## config.mk

```make
export PLATFORM = sky130hd
export DESIGN_NAME = xbar_eval_ctrl
export DESIGN_NICKNAME = d
export VERILOG_FILES = /design/src/rtl/xbar_eval_ctrl.sv
export SDC_FILE = /design/constraint.sdc
export NUM_CORES = 1
export LEC_CHECK = 0
export BUFFER_PORTS_ARGS = -buffer_cell sky130_fd_sc_hd__buf_2
export CAP_MARGIN = 20
export CORE_ASPECT_RATIO = 1.75
export CORE_MARGIN = 2
export CORE_UTILIZATION = 46
export DETAILED_ROUTE_END_ITERATION = 10
export GPL_ROUTABILITY_DRIVEN = 0
export PLACE_DENSITY = 0.75
export SKIP_CTS_REPAIR_TIMING = 1
export SLEW_MARGIN = 20
export SYNTH_ARGS = -nofsm -noshare
export SYNTH_HDL_FRONTEND = slang
export SYNTH_SLANG_ARGS = --single-unit
```

## constraint.sdc

```tcl
create_clock -name clk -period 1.5 [get_ports clk]
set_input_delay 0.15 -clock clk [delete_from_list [all_inputs] [get_ports clk]]
set_output_delay 0.15 -clock clk [all_outputs]
set_load 0.1 [all_outputs]
```

## src/rtl/xbar_eval_ctrl.sv

```systemverilog
// Evaluation controller for a nanowire crossbar: holds per-cell literal codes,
// drives the crossbar for one input assignment, waits to settle, samples the result.
module xbar_eval_ctrl #(
    parameter int ROWS   = 2,
    parameter int COLS   = 4,
    parameter int NVARS  = 4,
    parameter int SETTLE = 2
) (
    input  logic                                      clk,
    input  logic                                      rst_n,
    input  logic                                      cfg_valid,
    output logic                                      cfg_ready,
    input  logic [((ROWS > 1) ? $clog2(ROWS) : 1)-1:0] cfg_row,
    input  logic [((COLS > 1) ? $clog2(COLS) : 1)-1:0] cfg_col,
    input  logic [3:0]                                cfg_lit,
    input  logic                                      req_valid,
    output logic                                      req_ready,
    input  logic [NVARS-1:0]                          req_vec,
    output logic [ROWS*COLS-1:0]                      cell_en,
    output logic                                      xbar_drive,
    input  logic                                      xbar_out,
    output logic                                      rsp_valid,
    input  logic                                      rsp_ready,
    output logic                                      rsp_result,
    output logic [15:0]                               eval_count
);

    localparam int NCELL = ROWS * COLS;
    localparam int VW    = (NVARS < 4) ? 4 : NVARS;

    typedef enum logic [2:0] {
        ST_IDLE,
        ST_APPLY,
        ST_SETTLE,
        ST_SAMPLE,
        ST_RESP
    } state_t;

    state_t            state_reg, state_next;
    logic [3:0]        settle_cnt_reg, settle_cnt_next;
    logic [NCELL-1:0]  cell_en_reg;
    logic [NCELL-1:0]  cell_en_calc;
    logic              xbar_drive_reg;
    logic              rsp_result_reg;
    logic [15:0]       eval_count_reg;
    logic              cfg_fire;
    logic              req_fire;
    logic              rsp_fire;
    logic [31:0]       cfg_idx;
    logic [VW-1:0]     vec_pad;

    assign cfg_ready = (state_reg == ST_IDLE);
    assign req_ready = (state_reg == ST_IDLE) && !cfg_valid;
    assign cfg_fire  = cfg_valid && cfg_ready;
    assign req_fire  = req_valid && req_ready;
    assign rsp_fire  = (state_reg == ST_RESP) && rsp_ready;
    assign cfg_idx   = 32'(cfg_row) * 32'(COLS) + 32'(cfg_col);
    // Zero-extend so a 2-bit variable index never reaches past the vector.
    assign vec_pad   = VW'(req_vec);

    generate
        for (genvar gi = 0; gi < NCELL; gi++) begin : g_cell
            logic [3:0] lit_reg;
            logic       en_bit;

            always_ff @(posedge clk or negedge rst_n) begin
                if (!rst_n) begin
                    lit_reg <= 4'b0000;
                end else if (cfg_fire && (cfg_idx == 32'(gi))) begin
                    lit_reg <= cfg_lit;
                end
            end

            always_comb begin
                en_bit = 1'b0;
                case (lit_reg[3:2])
                    2'b00:   en_bit = 1'b0;
                    2'b01:   en_bit = 1'b1;
                    2'b10:   en_bit = vec_pad[lit_reg[1:0]];
                    default: en_bit = ~vec_pad[lit_reg[1:0]];
                endcase
            end

            assign cell_en_calc[gi] = en_bit;
        end
    endgenerate

    always_ff @(posedge clk or negedge rst_n) begin
        if (!rst_n) begin
            state_reg      <= ST_IDLE;
            settle_cnt_reg <= 4'd0;
        end else begin
            state_reg      <= state_next;
            settle_cnt_reg <= settle_cnt_next;
        end
    end

    always_comb begin
        state_next      = state_reg;
        settle_cnt_next = settle_cnt_reg;
        case (state_reg)
            ST_IDLE: begin
                if (req_fire) state_next = ST_APPLY;
            end
            ST_APPLY: begin
                if (SETTLE == 0) begin
                    state_next = ST_SAMPLE;
                end else begin
                    state_next      = ST_SETTLE;
                    settle_cnt_next = 4'(SETTLE);
                end
            end
            ST_SETTLE: begin
                if (settle_cnt_reg <= 4'd1) begin
                    state_next      = ST_SAMPLE;
                    settle_cnt_next = 4'd0;
                end else begin
                    settle_cnt_next = settle_cnt_reg - 4'd1;
                end
            end
            ST_SAMPLE: state_next = ST_RESP;
            ST_RESP: begin
                if (rsp_ready) state_next = ST_IDLE;
            end
            default: state_next = ST_IDLE;
        endcase
    end

    // Enables are captured on the accept edge so they are already valid in APPLY.
    always_ff @(posedge clk or negedge rst_n) begin
        if (!rst_n) begin
            cell_en_reg    <= '0;
            xbar_drive_reg <= 1'b0;
            rsp_result_reg <= 1'b0;
            eval_count_reg <= 16'd0;
        end else begin
            if (req_fire) begin
                cell_en_reg    <= cell_en_calc;
                xbar_drive_reg <= 1'b1;
            end
            if (state_reg == ST_SAMPLE) begin
                rsp_result_reg <= xbar_out;
                cell_en_reg    <= '0;
                xbar_drive_reg <= 1'b0;
            end
            if (rsp_fire && (eval_count_reg != 16'hFFFF)) begin
                eval_count_reg <= eval_count_reg + 16'd1;
            end
        end
    end

    assign cell_en    = cell_en_reg;
    assign xbar_drive = xbar_drive_reg;
    assign rsp_valid  = (state_reg == ST_RESP);
    assign rsp_result = rsp_result_reg;
    assign eval_count = eval_count_reg;

endmodule

```

# Yosys cells after proc, flatten, opt, wreduce, memory -nomap -nowiden
# Cells that the tools add are included.
word_totals:
  inputBits: 17
  out_inout_bits: 29
  reg_bits: 65
classes:
  eq_ne: 31
  n_lt_le_gt_ge: 9
  n_bitwise: 8
  add_sub_neg: 3
  n_reduce_logical: 27
  muxes: 34
ops:
  columns: ["operator", "count"]
  rows:
  - ["logical NOT 32 bit", 1]
  - ["less-than comparator 2 x 3 -> 1 bit (second input constant)", 8]
  - ["one-hot mux 1 bit (3 select lines)", 8]
  - ["adder 16 x 1 -> 16 bit (second input constant)", 1]
  - ["binary-select mux 1 bit (select 2 bit)", 8]
  - ["equality test 2 x 1 -> 1 bit (second input constant)", 8]
  - ["equality test 2 bit (second input constant)", 8]
  - ["equality test 4 x 3 -> 1 bit (second input constant)", 4]
  - ["logical NOT 2 bit", 8]
  - ["two-way mux 8 bit", 2]
  - ["inequality test 16 bit (second input constant)", 1]
  - ["one-hot mux 3 bit (5 select lines)", 1]
  - ["logical AND 1 bit", 13]
  - ["two-way mux 1 bit", 10]
  - ["two-way mux 3 bit", 3]
  - ["equality test 4 x 2 -> 1 bit (second input constant)", 2]
  - ["NOT 1 bit", 8]
  - ["one-hot mux 4 bit (2 select lines)", 1]
  - ["equality test 3 x 2 -> 1 bit (second input constant)", 2]
  - ["adder 3 x 2 -> 4 bit", 1]
  - ["equality test 4 x 1 -> 1 bit (second input constant)", 1]
  - ["less-or-equal comparator 4 x 1 -> 1 bit (second input constant)", 1]
  - ["two-way mux 4 bit", 1]
  - ["inequality test 2 x 1 -> 1 bit (second input constant)", 2]
  - ["other kinds (8)", 9]

# Logic depth before layout (Yosys ltp)
logic_depth:
  word_depth: 6
  ltp_mapped: 6
  mapped_depth_nobuf: 6

# Least setup slack after synthesis
# OpenSTA, ideal clock, no wires.
synth_timing:
  path_type: "reg2reg"
  start: "reg state_reg[1]"
  end: "reg cell_en_reg[0], in the netlist cell_en[0]"
  synth_period_minus_slack_ps: 2566
  stages_incl_launch_ff: 7
  setup_ps: 124
  path_buffers: 2
  path_slack_ps: -1066
  arrival_ps: 2443
  path_cell_list: "dfrtp_1 -> buf_2 -> nor4_4 -> nand2_2 -> and2_1 -> clkbuf_1 -> o2bb2ai_1"
synth_between:
  elab_chain_cells: 4
  elab_cells_between_ends: 6
  classes_between: "eq/ne (1); mux (1); reduce/logical (4)"
synth_lines:
  columns: ["element", "line_no", "text"]
  rows:
  - ["start: declaration", "39", "state_t state_reg, state_next;"]
  - ["start signal: assignment", "93", "state_reg <= state_next;"]
  - ["logical NOT 3 bit", "53", "assign req_ready = (state_reg == ST_IDLE) && !cfg_valid;"]
  - ["logical AND 1 bit", "53", null]
  - ["net req_ready", "17", "output logic req_ready,"]
  - ["logical AND 1 bit", "55", "assign req_fire = req_valid && req_ready;"]
  - ["nonzero test 2 bit (no line)", null, null]
  - ["end signal: assignment", "138", "cell_en_reg <= cell_en_calc;"]
  - ["end: declaration", "41", "logic [NCELL-1:0] cell_en_reg;"]
# The timed path passes the listed nets, and every way through them passes these cells.
# A chain may end at the register's enable or synchronous reset.

# Final worst setup path
layout_timing:
  start: "reg state_reg[1]"
  end: "reg g_cell[0].lit_reg[3]"
layout_between:
  elab_chain_cells: 3
layout_lines:
  columns: ["element", "line_no", "text"]
  rows:
  - ["logical NOT 3 bit", "52", "assign cfg_ready = (state_reg == ST_IDLE);"]
  - ["logical AND 1 bit", "54", "assign cfg_fire = cfg_valid && cfg_ready;"]
  - ["logical AND 1 bit", "69", "end else if (cfg_fire && (cfg_idx == 32'(gi))) begin"]
  - ["end signal: assignment", "70", "lit_reg <= cfg_lit;"]
  - ["end: declaration", "63", "logic [3:0] lit_reg;"]
# No other way between the ends.

==> summary.md <==
| Metric | Value |
|---|---|
| Status | `finished, violations left` |
| Violated checks | `setup timing` |
| First-pass GRT wire length | `roughly 13000 um` |
| Gate power share | `between 40% and 50%` |
| Worst R2R Setup Slack | `-0.25 ns` |
| Crit. Startpoint | `state_reg[1]` |
| Starting Density | `46.6%` |
| Routed len/inst | `19.0 um` |
| Final setup violation count | `48` |
| Critical path peak fanout | `4` |
| Hold EP | `state_reg[2]` |
| Worst-Margin Slew | `between 0.4 and 0.5 ns` |
| Clk Latency, worst-skew pair | `0.33 ns` |
| Critical path class | `reg -> reg` |
| Largest register FFs | `32` |
| Net switching power | `3.96 mW` |
| Hpwl dp | `roughly 5500 um` |
| Clock Power Share | `21.5%` |
| Clk sinks | `65` |
| Critical path startpoint category | `flip-flop` |
| Fill count | `479` |
| Post-synthesis cell area | `3330 um^2` |
| Endpoints failing hold | `0` |
| Crit. End Element | `flip-flop` |
| Vias in the first global route | `around 2600` |
| Reg2Reg Launch Point | `state_reg[1]` |
| Library cells used by synthesis | `47` |
| Pint | `6.05 mW` |
| IO Count | `46` |
| Root Buffer | `clkbuf_16` |
| EDFF count, synth | `0` |
| Ys Warns | `0` |
| Synthesized area per cell | `13.2 um^2` |
| Routed vias/inst | `5.66` |
| WHS | `slightly below 0.09 ns` |
| Final Net Count | `around 380` |
| Share of layout cells above drive strength 1 | `63.7%` |
| Worst clock skew | `0.00740 ns` |
| Hold Path Class | `in -> reg` |
| RSZ-0062 raised after global routing | `true` |
| CTS max path bufs | `2` |
| Largest net degree at the start of global routing | `between 60 and 70` |
| Pwr dens | `2060 nW/um^2` |
| Hold Path Depth | `2` |
| Post-Synthesis Cells | `252` |
| Slew Limit Fails | `0` |
| Tcrit/Tclk final | `116%` |
| Sw Ratio | `39.6%` |
| Std cell rows | `a little over 40` |
| Slew margin rel. | `67.2%` |
| CP required | `1.70 ns` |
| Die Span Y | `116 um` |
| Congestion Overflow GR | `0` |
| TritonRoute pass-1 iters | `4` |
| Most used flip-flop cell after synthesis | `dfrtp_1` |
| Buffers on Ports | `45` |
| Die X | `just under 70 um` |
| Max cap viols | `0` |
| Register area share after synthesis | `48.9%` |
| Antenna-violating nets left | `0` |
| DR vias | `2548` |
| Initial antenna violation count | `0` |
| Async S/R FF share, synth | `100%` |
| Placed cell area | `just over 4000 um^2` |
| Clock transition at the registers of the reported paths | `0.05 ns` |
| CTS tree | `built` |
| R2R cell count | `5` |
| Routed Wire Length | `8550 um` |
| Min-Delay Startpoint | `rsp_ready` |
| Antenna cells | `0` |
| Total GRT Usage | `22.2%` |
| Core footprint | `7130 um^2` |
| R2R Path End | `g_cell[0].lit_reg[3]` |
| Initial DRC count | `97` |
| Final instance area | `4850 um^2` |
| Max Freq | `573 MHz` |
| Most frequent cells in the layout | `dfrtp_1 (48), buf_4 (44), buf_2 (42)` |
| Area Overhead vs Synth | `45.8%` |
| Flops & latches, synth | `65` |
| CP Data Arrival Time | `1.95 ns` |
| Most common cell after layout, fill and taps aside | `dfrtp_1` |
| Total CTS buffers | `9` |
| Maximum vdd ir drop | `around 1600 uV` |
| DRC viols | `0` |
| Final worst slack | `-0.246 ns` |
| Leakage | `2.28 nW` |
| Reg power frac | `around 30%` |
| H-tree depth | `3` |
| Setup TNS | `-8.19 ns` |
| Die Footprint | `7950 um^2` |
| Period minus WS final | `1.75 ns` |
| Post-Syn Nets | `272` |
-- cell usage after synthesis, types with 3 or more instances --
cell | n | area, um^2
xnor2_1 | 4 | 35.0
nor4_4 | 4 | 85.1
o21ai_0 | 5 | 25.0
mux2_1 | 5 | 56.3
xor2_1 | 13 | 114
inv_1 | 7 | 26.3
nand3b_4 | 3 | 60.1
a21oi_1 | 9 | 45.0
ha_1 | 3 | 37.5
dfrtp_1 | 65 | 1630
nand2_1 | 17 | 63.8
or2_2 | 3 | 18.8
mux4_2 | 8 | 180
mux2_4 | 12 | 180
a31oi_1 | 5 | 31.3
nor2_1 | 11 | 41.3
nor4_1 | 4 | 25.0
nand3_1 | 6 | 30.0
mux2_2 | 18 | 203
buf_6 | 3 | 33.8
nor3_1 | 3 | 15.0
o2bb2ai_1 | 8 | 70.1
nand4_1 | 4 | 25.0
-- critical path, cell delays in order (launching register included) --
cell and delay, ns:
dfrtp_1 0.41, buf_6 0.13, nor3_4 0.21, nand3b_4 0.17
nor3_4 0.36, mux2_4 0.34
-- layout make-up --
type | instances | area (um^2) | area share [%]
tap | 86 | 108 | 2.22
clock inverter | 2 | 35.0 | 0.723
inverter | 7 | 30.0 | 0.619
multi-input combinational | 174 | 1960 | 40.4
clock buffer | 14 | 274 | 5.65
sequential | 65 | 1680 | 34.7
timing repair buffer | 102 | 763 | 15.7
-- stage by stage --
| stage | cells | worst slack [ns] | utilization, % | power [mW] |
|---|---|---|---|---|
| after floorplan | 252 | -1.01 | - | 5.99 |
| after global placement | 415 | -0.148 | 58.2 | 6.97 |
| after detailed placement | 415 | -0.184 | 58.2 | 7.09 |
| after CTS | 431 | -0.333 | 62.5 | 9.32 |
| after global routing | 450 | -0.303 | 68.0 | 10.5 |
| final | 450 | -0.246 | 68.0 | 10.0 |
-- cells by family after synthesis --
logic type,synth area share (%)
XOR/XNOR,4.48
flip-flops,48.9
buffers and inverters,2.18
adder cells (fa/ha/maj),1.13
AND/OR/NAND/NOR,17.7
AO/OA/AOI/OAI,7.00
multiplexers,18.6
-- worst max-delay path by stage --
stage	end	slack, ns	cells past startpoint
floorplan	cell_en[0]	-1.01	6
global placement	g_cell[1].lit_reg[1]	-0.15	4
detailed placement	g_cell[2].lit_reg[0]	-0.18	4
CTS	req_ready	-0.33	4
global route	g_cell[0].lit_reg[3]	-0.30	5
finish	g_cell[0].lit_reg[3]	-0.25	5
-- routing by layer --
metal | vias up | part of all wire, % | GRT usage [%] | wire length [um]
met3 | 11 | 3.2 | 5.30 | 275
met4 | 0 | 2.0 | 10.9 | 173
met5 | - | 0 | 0 | 0
li1 | 1148 | - | - | -
met2 | 78 | 57 | 39.1 | 4860
met1 | 1311 | 38 | 24.1 | 3240
-- power groups by stage --
stage | clock network (mW) | logic (mW) | registers, mW
floorplan | 0 | 2.15 | 3.85
detailed placement | 0 | 4.18 | 2.90
finish | 2.15 | 4.90 | 2.95
CTS | 2.20 | 4.22 | 2.90
global route | 2.29 | 5.15 | 3.03
global placement | 0 | 4.09 | 2.88
Note: power is estimated with default switching activity, not from simulation.
